[src/rtl/alu_issue_arbiter_pkg.sv]
// Shared ALU types for the issue arbiter: opcodes, operand type and the muxed request bundle.
package alu_issue_arbiter_pkg;

    typedef logic [31:0] register_t;

    typedef enum logic [2:0] {
        M_ADD = 3'd0,
        M_AND = 3'd1,
        M_OR  = 3'd2,
        M_XOR = 3'd3,
        M_SLL = 3'd4,
        M_SRL = 3'd5
    } instruction_t;

    typedef struct packed {
        instruction_t instr;
        register_t    op1;
        register_t    op2;
    } alu_req_t;

    localparam int unsigned ALU_ARB_MAX_REQ = 8;

endpackage

[src/rtl/alu_issue_arbiter_rr.sv]
// Combinational round-robin pick: first eligible requester at or after ptr, wrapping.
module rr_arbiter #(
    parameter int unsigned NUM_REQ = 4
) (
    input  logic [NUM_REQ-1:0]         eligible,
    input  logic [$clog2(NUM_REQ)-1:0] ptr,
    output logic [NUM_REQ-1:0]         grant
);
    localparam int unsigned PTR_W = $clog2(NUM_REQ);

    always_comb begin
        logic [PTR_W:0] idx;
        logic           found;
        grant = '0;
        found = 1'b0;
        idx   = '0;
        for (int unsigned k = 0; k < NUM_REQ; k++) begin
            // ptr + k < 2*NUM_REQ, so one subtraction is enough to wrap
            idx = {1'b0, ptr} + (PTR_W + 1)'(k);
            if (idx >= (PTR_W + 1)'(NUM_REQ)) begin
                idx = idx - (PTR_W + 1)'(NUM_REQ);
            end
            if (!found && eligible[idx[PTR_W-1:0]]) begin
                grant[idx[PTR_W-1:0]] = 1'b1;
                found = 1'b1;
            end
        end
    end

endmodule

[src/rtl/alu_issue_arbiter.sv]
// Round-robin issue arbiter sharing one ALU between NUM_REQ requesters.
// Define ALU_ARB_PERF_EN to build the per-requester grant and stall counters.
module alu_issue_arbiter
    import alu_issue_arbiter_pkg::*;
#(
    parameter int unsigned NUM_REQ = 4,
    parameter int unsigned ALU_LAT = 2
) (
    input  logic                      clk,
    input  logic                      rst,
    input  logic [NUM_REQ-1:0]        req_valid,
    output logic [NUM_REQ-1:0]        req_ready,
    input  instruction_t [NUM_REQ-1:0] req_instr,
    input  register_t [NUM_REQ-1:0]   req_op1,
    input  register_t [NUM_REQ-1:0]   req_op2,
    input  logic [NUM_REQ-1:0]        req_mask,
    input  logic                      kill,
    output logic [NUM_REQ-1:0]        rsp_valid,
    output register_t                 rsp_result,
    output logic                      alu_enable,
    output instruction_t              alu_instr,
    output register_t                 alu_op1,
    output register_t                 alu_op2,
    input  register_t                 alu_result,
    output logic [NUM_REQ-1:0][31:0]  perf_grants,
    output logic [31:0]               perf_stalls
);
    localparam int unsigned PTR_W = $clog2(NUM_REQ);

    logic [PTR_W-1:0]   ptr_q, ptr_d;
    logic [NUM_REQ-1:0] eligible, arb_elig, grant;
    logic [PTR_W-1:0]   grant_id;
    logic               transfer;
    logic               rsp_live;
    alu_req_t           issue_req;

    logic               pipe_vld_q [ALU_LAT];
    logic               pipe_vld_d [ALU_LAT];
    logic [PTR_W-1:0]   pipe_id_q  [ALU_LAT];
    logic [PTR_W-1:0]   pipe_id_d  [ALU_LAT];

    // Stall accounting uses eligible; grants are additionally blocked during kill.
    always_comb begin
        eligible = req_valid & ~req_mask & {NUM_REQ{~rst}};
        arb_elig = eligible & {NUM_REQ{~kill}};
    end

    rr_arbiter #(.NUM_REQ(NUM_REQ)) u_rr_arbiter (
        .eligible (arb_elig),
        .ptr      (ptr_q),
        .grant    (grant)
    );

    always_comb begin
        req_ready = grant;
        transfer  = |(req_valid & grant);
        grant_id  = '0;
        issue_req = '0;
        for (int unsigned i = 0; i < NUM_REQ; i++) begin
            if (grant[i]) begin
                grant_id        = PTR_W'(i);
                issue_req.instr = req_instr[i];
                issue_req.op1   = req_op1[i];
                issue_req.op2   = req_op2[i];
            end
        end
        alu_enable = transfer;
        alu_instr  = issue_req.instr;
        alu_op1    = issue_req.op1;
        alu_op2    = issue_req.op2;

        ptr_d = ptr_q;
        if (transfer) begin
            ptr_d = (grant_id == PTR_W'(NUM_REQ - 1)) ? '0 : grant_id + PTR_W'(1);
        end

        pipe_vld_d[0] = transfer & ~kill;
        pipe_id_d[0]  = grant_id;
        for (int unsigned k = 1; k < ALU_LAT; k++) begin
            pipe_vld_d[k] = pipe_vld_q[k-1] & ~kill;
            pipe_id_d[k]  = pipe_id_q[k-1];
        end

        rsp_live = pipe_vld_q[ALU_LAT-1] & ~rst;
        for (int unsigned i = 0; i < NUM_REQ; i++) begin
            rsp_valid[i] = rsp_live && (pipe_id_q[ALU_LAT-1] == PTR_W'(i));
        end
        rsp_result = rsp_live ? alu_result : '0;
    end

    always_ff @(posedge clk) begin
        if (rst) begin
            ptr_q <= '0;
            for (int unsigned k = 0; k < ALU_LAT; k++) begin
                pipe_vld_q[k] <= 1'b0;
                pipe_id_q[k]  <= '0;
            end
        end else begin
            ptr_q <= ptr_d;
            for (int unsigned k = 0; k < ALU_LAT; k++) begin
                pipe_vld_q[k] <= pipe_vld_d[k];
                pipe_id_q[k]  <= pipe_id_d[k];
            end
        end
    end

`ifdef ALU_ARB_PERF_EN
    logic [31:0] perf_grants_q [NUM_REQ];
    logic [31:0] perf_grants_d [NUM_REQ];
    logic [31:0] perf_stalls_q, perf_stalls_d;

    always_comb begin
        for (int unsigned i = 0; i < NUM_REQ; i++) begin
            perf_grants_d[i] = perf_grants_q[i] + 32'(transfer & grant[i]);
            perf_grants[i]   = perf_grants_q[i];
        end
        perf_stalls_d = perf_stalls_q + 32'(|(eligible & ~grant));
        perf_stalls   = perf_stalls_q;
    end

    always_ff @(posedge clk) begin
        if (rst) begin
            for (int unsigned i = 0; i < NUM_REQ; i++) begin
                perf_grants_q[i] <= '0;
            end
            perf_stalls_q <= '0;
        end else begin
            for (int unsigned i = 0; i < NUM_REQ; i++) begin
                perf_grants_q[i] <= perf_grants_d[i];
            end
            perf_stalls_q <= perf_stalls_d;
        end
    end
`else
    always_comb begin
        perf_grants = '0;
        perf_stalls = '0;
    end
`endif

endmodule

[config.mk]
export PLATFORM = sky130hd
export DESIGN_NAME = alu_issue_arbiter
export DESIGN_NICKNAME = d
export VERILOG_FILES = /design/src/rtl/alu_issue_arbiter_pkg.sv /design/src/rtl/alu_issue_arbiter_rr.sv /design/src/rtl/alu_issue_arbiter.sv
export SDC_FILE = /design/constraint.sdc
export NUM_CORES = 1
export LEC_CHECK = 0
export CAP_MARGIN = 20
export CORE_AREA = 10 10 216 218
export DETAILED_ROUTE_END_ITERATION = 8
export DIE_AREA = 0 0 226 228
export PLACE_DENSITY_LB_ADDON = 0.15
export SLEW_MARGIN = 20
export SYNTH_ARGS = -nofsm -noshare
export SYNTH_HDL_FRONTEND = slang
export SYNTH_SLANG_ARGS = --single-unit
[constraint.sdc]
create_clock -name clk -period 4.6 [get_ports clk]
set_input_delay 0.69 -clock clk [delete_from_list [all_inputs] [get_ports clk]]
set_output_delay 0.69 -clock clk [all_outputs]
set_load 0.02 [all_outputs]
==> results by group <==
Pwr
  • Cell-internal power: 903.4 uW
  • Net Sw Power: 848.9 uW
  • Combinational share of power: 0.867
  • Clock share of power: 0.084
  • Sequential power share: 0.050
  • Net Sw Frac: 0.4845
  • Power Total: 1752 uW
  • Worst vdd ir: 0.00008829 V
  • Leakage power: 0.004405 uW
  • PwrDens: 182.2 nW/um^2

Finish
  • Fillers: around 4.7k
  • Antenna Cells: 0
  • Final net count: approximately 1.4k
  • Multi-input gate area: 3613 um^2
  • Core Util, Final: 0.2263
  • Storage element area: between 150 and 200 um^2
  • Layout area overhead: 97.23%
  • Commonest non-fill, non-tap cell in the layout: clkdlybuf4s50_1
  • Share of post-route cells with drive strength above 1: 0.1612
  • Commonest non-fill, non-tap cells in the layout: clkdlybuf4s50_1, conb_1, inv_1, o21ai_0, and3_1

Outcome
  • Outcome: completed

Clocking
  • Latest clock arrival within the worst-skew pair: ~0.23 ns
  • # clock sinks: 8
  • CTS root buffer: clkbuf_16
  • CTS buffer count: 3
  • H-tree depth: 1
  • TritonCTS clock tree: yes
  • Worst-path clk slew: roughly 0.040 ns
  • CTS max path bufs: 2
  • Hold Buf Count CTS: 0

Global routing
  • First-pass GRT wire length: 43.69 mm
  • Congestion Overflow GR: 0
  • Total GRT Usage: 0.1095
  • Initial antenna violation count: 0
  • Vias in the first global route: 6743
  • Largest net degree at the start of global routing: 83

Setup path
  • Worst Path Max Fanout: 23
  • Critical path's largest stage delay: 0.54 ns
  • Critical path data required time: ~3.9 ns
  • Crit path top cell by count: buf_12
  • CP delay by family, top: buffers and inverters
  • Critical Path AT: 3.81 ns
  • Worst Path Buf+Inv: 5
  • Slowest CP cell: mux4_2
  • Crit path cell chain: clkdlybuf4s50_1 -> and2b_1 -> mux4_2 -> and2_4 -> a22o_1 -> a211oi_4 -> buf_12 -> buf_6 -> buf_12 -> o21ai_0 -> o32a_1 -> clkdlybuf4s15_1
  • CP endpoint kind: output pin
  • Critical path class: primary input to output pin
  • Startpoint types: primary input

Yosys
  • Top cell type's share of synthesized area: 0.2601
  • Number of synthesized flops with an enable pin: 0
  • Post-Syn Area: 4877 um^2
  • Mapped Cells: 688
  • Main flop type after synthesis: dfxtp_1
  • Synth Register Bits: 8
  • Synth Warn #: 0
  • Syn Area/Cell: 7.089 um^2
  • Biggest area consumer among synthesized cells: buf_4
  • Synth top area cells: buf_4, o32a_1, nor4b_1, and3_1, o21ai_0
  • Post-synth ARST share: 0
  • Post-synthesis cell type count: between 40 and 50
  • Sequential area share after synthesis: 0.03284

Route
  • Post-route antenna net violation count: 0
  • Vias: 6329
  • Drt drc: 0
  • Drt pass-1 iters: 4
  • Post-Route WL: 31.90 mm
  • Vias per Instance: 3.779
  • Post-DR wirelength/cell: 19.04 um
  • Drt initial violations: approximately 190

Flow run
  • Maxcap violations: 0

Timing
  • RSZ-0062 raised after global routing: yes
  • Max Slew Vio Count: 0
  • Period minus WS final: 4.499 ns
  • Post-Route Skew: about 0.00057 ns
  • Final Cycle Share: 0.9781
  • Setup violators final: 0
  • Fmax: 222.3 MHz
  • Fin. Hold Viols: 0

Floorplanning
  • Core ar.: 42510 um^2
  • Ports: about 580
  • Initial core utilization: 0.1147
  • Die Wd: 226 um
  • DIE AREA: 51530 um^2
  • Number of placement rows: 76
  • Die H: 228 um

Place
  • GP Congestion: about 0.8
  • I/O Buffers: 418
  • HPWL Detailed: roughly 27 mm

Hold path
  • Hold Path Class: register to register
## worst reg2reg max path: cells and delay by family, from the launching register on
| family | cells | cell delay (ns) |
|---|---|---|
| AO/OA/AOI/OAI | 3 | 0.65 |
| buffers and inverters | 5 | 0.75 |
| AND/OR/NAND/NOR | 2 | 0.37 |
| adder cells (fa/ha/maj) | 1 | 0.37 |
| flip-flops | 1 | 0.43 |
| multiplexers | 1 | 0.11 |
## power by group through the flow
| stage | combinational (uW) | clock [uW] | sequential [uW] |
|---|---|---|---|
| after floorplan | 885 | 0 | 92.1 |
| after global placement | 1640 | 0 | 88.1 |
| after detailed placement | 1620 | 0 | 88.2 |
| after CTS | 1550 | 150 | 87.1 |
| after global routing | 1630 | 152 | 88.1 |
| final | 1520 | 146 | 86.8 |
## worst paths after layout
check,startpoint,end,slack [ns],cells past startpoint
hold / removal,pipe_vld_q[0][0],pipe_vld_q[0][1],0.42,1
hold reg to reg,pipe_vld_q[0][0],pipe_vld_q[0][1],0.42,1
setup reg to reg,ptr_q[1],ptr_q[0],1.86,12
setup / recovery,req_mask[0],alu_op1[30],0.10,12
## layer usage
metal	part of all wire	GRT usage	vias to the layer above
met3	0.10	0.03657	14
met1	0.35	0.1060	2947
met4	0.012	0.01541	0
li1	-	-	3030
met5	0	0	-
met2	0.54	0.2198	338
## final cells by class
type,instances,area share
Multi-Input combinational cell,541,0.3757
Clock buffer,3,0.007804
Tap cell,546,0.07102
Timing Repair Buffer,503,0.5000
Inverter,74,0.02888
Sequential cell,8,0.01665
## sequential cells by signal, indices dropped and copies added, names as in the netlist
| signal | count |
|---|---|
| pipe_id_q | 4 |
| pipe_vld_q | 2 |
| ptr_q | 2 |
## synthesized netlist by cell type (2+ instances only)
| cell type | number |
|---|---|
| nor3_1 | 3 |
| o32a_1 | 67 |
| buf_4 | 169 |
| buf_2 | 17 |
| nand3_1 | 3 |
| nor2b_1 | 6 |
| nor4_1 | 2 |
| nor4b_2 | 10 |
| mux4_2 | 4 |
| and3_1 | 71 |
| buf_6 | 3 |
| o21ai_0 | 73 |
| inv_1 | 72 |
| o211ai_1 | 2 |
| a22oi_1 | 3 |
| nor2_1 | 4 |
| ha_1 | 7 |
| clkbuf_1 | 34 |
| nor4b_1 | 59 |
| dfxtp_1 | 8 |
| nand2_1 | 9 |
| inv_2 | 2 |
| mux2i_1 | 2 |
| nand2b_1 | 6 |
| a22o_1 | 3 |
| and2_1 | 33 |
## logic make-up (layout without fill, tap and decap cells)
logic type	count (synthesis)	after routing	synth area share
buf+inv	298	580	0.3684
simple gates	213	213	0.3166
compound gates	155	155	0.2409
flops	8	8	0.03284
fa+ha+maj	7	7	0.01796
mux	6	6	0.02258
other cells	1	160	0.0007689
## timing repair
action                                  in CTS  in global routing
pin swaps                                    1                  1
buffers inserted                             1                  3
endpoints found under the setup margin      68                 68
endpoints found under the hold margin        0                  0
gates resized for setup                     89                119
cloned                                       1                  2
## through the flow
step                      hold slack, ns  instances  setup slack (ns)  area (um^2)  setup TNS (ns)
after detailed placement          0.4153       1665           -0.2843         9638          -14.87
after floorplan                   0.4057        847             1.048         5474               0
after global routing              0.4303       1675          -0.05633         9619        -0.05633
after CTS                         0.4244       1670         -0.001465         9722       -0.001465
final                             0.4209       1675            0.1007         9619               0
after global placement            0.4133       1665           -0.3006         9638          -14.76
Power figures use the tool's default switching activity.
